File: src/rtl/data_memory_ctrl.sv
// Byte-addressed big-endian data memory with wait states, alignment checking
// and a Busy/Ready handshake toward the MEM stage.
module data_memory_ctrl #(
    parameter int unsigned ADDR_WIDTH  = 8,
    parameter int unsigned WAIT_STATES = 1
) (
    input  logic                  Clock,
    input  logic                  Reset,
    input  logic [ADDR_WIDTH-1:0] Address,
    input  logic [31:0]           WriteData,
    input  logic                  MemoryRead,
    input  logic                  MemoryWrite,
    input  logic [1:0]            Size,
    input  logic                  Signed,
    output logic [31:0]           ReadData,
    output logic                  Ready,
    output logic                  AddrError,
    output logic                  Busy
);

    localparam int unsigned DEPTH   = 2 ** (ADDR_WIDTH - 2);
    localparam logic [3:0]  WS_INIT = 4'((WAIT_STATES == 0) ? 0 : WAIT_STATES - 1);
    localparam logic [1:0]  SZ_BYTE = 2'b00;
    localparam logic [1:0]  SZ_HALF = 2'b01;
    localparam logic [1:0]  SZ_WORD = 2'b10;

    typedef enum logic [1:0] {S_IDLE, S_WAIT, S_ACCESS, S_ERR} state_t;

    state_t                state, state_next;
    logic [3:0]            cnt, cnt_next;
    logic                  ready_next, err_next, accept, illegal;
    logic [ADDR_WIDTH-1:0] addr_q;
    logic [31:0]           wdata_q;
    logic [1:0]            size_q;
    logic                  sgn_q, wr_q;
    logic [31:0]           mem [DEPTH];
    logic [31:0]           cur_word, store_word, load_word;
    logic [7:0]            lane8;
    logic [15:0]           lane16;

    assign illegal = (MemoryRead & MemoryWrite) | (Size == 2'b11)
                   | ((Size == SZ_HALF) & Address[0])
                   | ((Size == SZ_WORD) & (Address[1:0] != 2'b00));

    // State, handshake outputs and request latches
    always_ff @(posedge Clock or posedge Reset) begin
        if (Reset) begin
            state     <= S_IDLE;
            cnt       <= 4'd0;
            ReadData  <= 32'd0;
            Ready     <= 1'b0;
            AddrError <= 1'b0;
            Busy      <= 1'b0;
            addr_q    <= '0;
            wdata_q   <= 32'd0;
            size_q    <= 2'b00;
            sgn_q     <= 1'b0;
            wr_q      <= 1'b0;
        end else begin
            state     <= state_next;
            cnt       <= cnt_next;
            Ready     <= ready_next;
            AddrError <= err_next;
            Busy      <= (state_next != S_IDLE);
            if (state == S_ACCESS && !wr_q) ReadData <= load_word;
            if (accept) begin
                addr_q  <= Address;
                wdata_q <= WriteData;
                size_q  <= Size;
                sgn_q   <= Signed;
                wr_q    <= MemoryWrite;
            end
        end
    end

    always_comb begin
        state_next = state;
        cnt_next   = cnt;
        ready_next = 1'b0;
        err_next   = 1'b0;
        accept     = 1'b0;
        case (state)
            S_IDLE: begin
                if (MemoryRead | MemoryWrite) begin
                    accept = 1'b1;
                    if (illegal) begin
                        state_next = S_ERR;
                    end else if (WAIT_STATES == 0) begin
                        state_next = S_ACCESS;
                    end else begin
                        state_next = S_WAIT;
                        cnt_next   = WS_INIT;
                    end
                end
            end
            S_WAIT: begin
                if (cnt == 4'd0) state_next = S_ACCESS;
                else             cnt_next   = cnt - 4'd1;
            end
            S_ACCESS: begin
                ready_next = 1'b1;
                state_next = S_IDLE;
            end
            default: begin
                ready_next = 1'b1;
                err_next   = 1'b1;
                state_next = S_IDLE;
            end
        endcase
    end

    assign cur_word = mem[addr_q[ADDR_WIDTH-1:2]];

    // Big-endian lane merge for stores; untouched lanes keep their old bytes
    always_comb begin
        store_word = cur_word;
        case (size_q)
            SZ_BYTE: begin
                case (addr_q[1:0])
                    2'd0:    store_word[31:24] = wdata_q[7:0];
                    2'd1:    store_word[23:16] = wdata_q[7:0];
                    2'd2:    store_word[15:8]  = wdata_q[7:0];
                    default: store_word[7:0]   = wdata_q[7:0];
                endcase
            end
            SZ_HALF: begin
                if (addr_q[1]) store_word[15:0]  = wdata_q[15:0];
                else           store_word[31:16] = wdata_q[15:0];
            end
            default: store_word = wdata_q;
        endcase
    end

    always_comb begin
        case (addr_q[1:0])
            2'd0:    lane8 = cur_word[31:24];
            2'd1:    lane8 = cur_word[23:16];
            2'd2:    lane8 = cur_word[15:8];
            default: lane8 = cur_word[7:0];
        endcase
        lane16 = addr_q[1] ? cur_word[15:0] : cur_word[31:16];
        case (size_q)
            SZ_BYTE: load_word = {{24{sgn_q & lane8[7]}}, lane8};
            SZ_HALF: load_word = {{16{sgn_q & lane16[15]}}, lane16};
            default: load_word = cur_word;
        endcase
    end

    // Array is not reset; a reset mid-request drops the pending store
    always_ff @(posedge Clock) begin
        if (state == S_ACCESS && wr_q && !Reset) mem[addr_q[ADDR_WIDTH-1:2]] <= store_word;
    end

endmodule
File: config.mk
export PLATFORM = sky130hd
export DESIGN_NAME = data_memory_ctrl
export DESIGN_NICKNAME = d
export VERILOG_FILES = /design/src/rtl/data_memory_ctrl.sv
export SDC_FILE = /design/constraint.sdc
export NUM_CORES = 2
export LEC_CHECK = 0
export CAP_MARGIN = 0
export CORE_ASPECT_RATIO = 1.4
export CORE_MARGIN = 2
export CORE_UTILIZATION = 40
export DETAILED_ROUTE_END_ITERATION = 10
export MAX_ROUTING_LAYER = met4
export SLEW_MARGIN = 10
export SYNTH_ARGS = -nofsm -noshare
export SYNTH_HDL_FRONTEND = slang
export SYNTH_SLANG_ARGS = --single-unit
File: constraint.sdc
create_clock -name Clock -period 9.3 [get_ports Clock]
set_input_delay 1.86 -clock Clock [delete_from_list [all_inputs] [get_ports Clock]]
set_output_delay 1.86 -clock Clock [all_outputs]
set_load 0.1 [all_outputs]
==> impl_metrics.env <==
export IMPL_yosys_area_top_type_share_pct=77.3
export IMPL_vias_per_cell=6.53
export IMPL_synth_commonest_cells="edfxtp_1, a22oi_1, nand2_1"
export IMPL_clk_path_buf_depth=4
export IMPL_drt_initial_drc_count=7747
export IMPL_ys_warn_count=0
export IMPL_die_x_um=381
export IMPL_yosysMostFrequentCell="edfxtp_1"
export IMPL_antenna_found_initial=5
export IMPL_worstPathCellList="buf_4 -> nor3b_4 -> buf_12 -> buf_4 -> a22o_1 -> a221oi_1 -> a31oi_1 -> nor4_1 -> o221ai_1 -> a221o_2"
export IMPL_synth_compound_area_share_pct=12.7
export IMPL_area_delta_synth_final_pct=13.8
export IMPL_cp_slowest_stage_delay_ns=1.03
export IMPL_powerDensity_nw_per_um2=376
export IMPL_place_congestion=0.923
export IMPL_yosys_area_share_simple_pct=3.20
export IMPL_initial_core_util_pct=40.3
export IMPL_synthFlopType="edfxtp_1"
export IMPL_clk_latency_ns=0.84
export IMPL_clock_root_buffer="clkbuf_16"
export IMPL_relSlewSlack_pct=16.4
export IMPL_syn_nets=4504
export IMPL_synth_edf_count=2048
export IMPL_fin_nets=4658
export IMPL_overflow=0
export IMPL_wl_per_cell_um=37.0
export IMPL_whs_path_depth=2
export IMPL_synthAdderAreaFrac_pct=0.0315
export IMPL_placed_cells=7048
export IMPL_synth_area_top_cells="edfxtp_1, a22oi_1, dfrtp_1"
export IMPL_synth_top_family_by_area="compound AO/OA/AOI/OAI gates"
export IMPL_numCtsBuffers=189
export IMPL_drc=0
export IMPL_drive_gt1_share_pct=13.8
export IMPL_final_util_pct=45.8
export IMPL_yosys_area_top_type="edfxtp_1"
export IMPL_vias=48200
export IMPL_crit_required_ns=9.68
export IMPL_dp_slack_ns=3.61
export IMPL_synth_cells=4455
export IMPL_hold_path_class="flip-flop to flip-flop"
export IMPL_hpwl_um=153000
export IMPL_ctsHtreeMaxLevel=4
export IMPL_clkTransAtPathRegs_ns=0.07
export IMPL_instances_no_fill=7388
export IMPL_post_cts_setup_buffers=0
export IMPL_rsz0062_at_grt="no"
export IMPL_path_max_fanout=80
export IMPL_fmax_mhz=165
export IMPL_min_period_over_period_pct=65.2
export IMPL_track_usage_pct=27.1
export IMPL_synth_area_per_cell_um2=17.9
export IMPL_ys_ff_latch=2133
export IMPL_timing_critical_path_mode_cell="buf_4"
export IMPL_cp_data_arrival_time_ns=6.44
export IMPL_dr_pass1_iters=8
export IMPL_clock_sinks=2133
export IMPL_rows=193
export IMPL_cp_start_kind="flip-flop"
export IMPL_num_io_pins=82
export IMPL_worstRegToRegCells=10
export IMPL_die_h_um=532
export IMPL_worst_setup_path_type="flip-flop to flip-flop"
export IMPL_worstSetupEndpointType="flip-flop"
export IMPL_synth_seq_area_share_pct=80.0
export IMPL_synth_xor_area_share_pct=0.0220
export IMPL_max_vdd_ir_drop_mv=0.346
export IMPL_slowest_stage="nor4_1"
export IMPL_leakagePower_uw=0.0279
export IMPL_die_area_um2=203000
export IMPL_grt_pass1_vias=45800
export IMPL_worstMarginPinSlew_ns=1.25
export IMPL_p_total_uw=34100
export IMPL_skew_ns=0.0447
export IMPL_max_cap_viol_count=0
export IMPL_cts_tree="done"
export IMPL_layout_setup_ws_ns=3.24
export IMPL_grt_max_degree=107
export IMPL_synthMuxAreaShare_pct=2.09
export IMPL_core_um2=198000
export IMPL_grt_first_pass_wirelength_um=375000
export IMPL_final_setup_viol_count=0
export IMPL_fin_tns_setup_ns=0
export IMPL_routed_wl_um=274000
export IMPL_finalHoldViolCount=0
export IMPL_status="completed"
export IMPL_postRouteAntennaNets=0
export IMPL_postCtsHoldBufs=0
export IMPL_async_flop_share_pct=3.98
export IMPL_netlist_area_um2=79600
export IMPL_post_cts_resize_count=0
export IMPL_period_minus_slack_ns=6.06
export IMPL_slew_violations=0
export IMPL_yosysUniqueCellTypes=83
export IMPL_io_buffers=81
-- routing by layer --
layer | share of wire (%) | vias up | global-route usage, %
li1 | - | 18900 | -
met1 | 35 | 25000 | 33.1
met2 | 48 | 3487 | 42.9
met3 | 10 | 779 | 4.50
met4 | 6.6 | 0 | 15.1
met5 | 0 | - | -
-- final timing paths --
| kind | startpoint | end | slack (ns) |
|---|---|---|---|
| max reg2reg | addr_q[3] | mem[0][26] | 3.24 |
| min in group asynchronous | Reset | wr_q | 1.37 |
| min | wdata_q[18] | wdata_q[18] | 0.49 |
| min reg2reg | wdata_q[18] | wdata_q[18] | 0.49 |
| max in group asynchronous | Reset | addr_q[4] | 6.73 |
| max | addr_q[3] | mem[0][26] | 3.24 |
-- report_power, final --
group,internal (uW),total [uW],switching (uW)
combinational,2550,11700,9140
sequential,14300,14600,333
clock,4320,7770,3450
-- layout make-up --
type | count | area, um^2
Antenna cell | 6 | 15.0
Clock buffer | 224 | 4950
Clock inverter | 108 | 1010
Fill cell | 16900 | 107000
Inverter | 12 | 46.3
Multi-Input combinational cell | 2014 | 15300
Sequential cell | 2133 | 63600
Tap cell | 2632 | 3290
Timing Repair Buffer | 259 | 2330
-- worst max-delay path, delay by kind of cell, from the launching register on --
family                 cells  cell delay (ns)
flip-flops                 1             0.77
buffers and inverters      3             1.30
AND/OR/NAND/NOR            2             1.23
AO/OA/AOI/OAI              5             1.99
-- sequential cells by signal, indices dropped and copies added (netlist names) --
| signal | count |
|---|---|
| mem | 2048 |
| Ready | 1 |
| wdata_q | 32 |
| sgn_q | 1 |
| Busy | 1 |
| state | 2 |
| size_q | 2 |
| addr_q | 8 |
| cnt | 4 |
| AddrError | 1 |
| wr_q | 1 |
| ReadData | 32 |
-- cells by family (layout without fill, tap and decap cells) --
group                      Yosys count  in the layout
and+or+nand+nor                    542            542
AOI/OAI and AO/OA                 1335           1335
xor gates and xnor gates             2              2
adders and majority gates            2              2
DFF                               2133           2133
buffers and inverters              308            603
other                                0              6
muxes                              133            133
-- stage by stage --
step,hold slack [ns],area [um^2]
floorplan,0.445,79600
global placement,0.476,84500
detailed placement,0.469,84600
CTS,0.492,90500
global route,0.516,90600
finish,0.489,90600
-- placed cells by master (no fill, tap or decap), types with 9 or more instances in the layout --
master	instances
nor4_1	14
edfxtp_1	2048
o21ai_0	65
nor2_4	64
clkinv_1	49
nand2_1	226
or4_1	14
mux4_2	21
mux2i_1	55
clkinv_2	27
o21ai_4	12
inv_1	9
a222oi_1	34
a31oi_1	102
a22o_1	110
nor2_1	72
buf_4	163
a41oi_1	63
nand3_1	14
buf_12	15
a22oi_1	623
mux2_2	55
dfrtp_1	82
bufinv_16	19
o22ai_1	16
nor3_1	14
nand4_1	34
clkbuf_16	193
clkdlybuf4s50_1	81
a21oi_1	74
clkbuf_1	31
a221o_1	27
a221oi_1	126
Power figures use the tool's default switching activity.
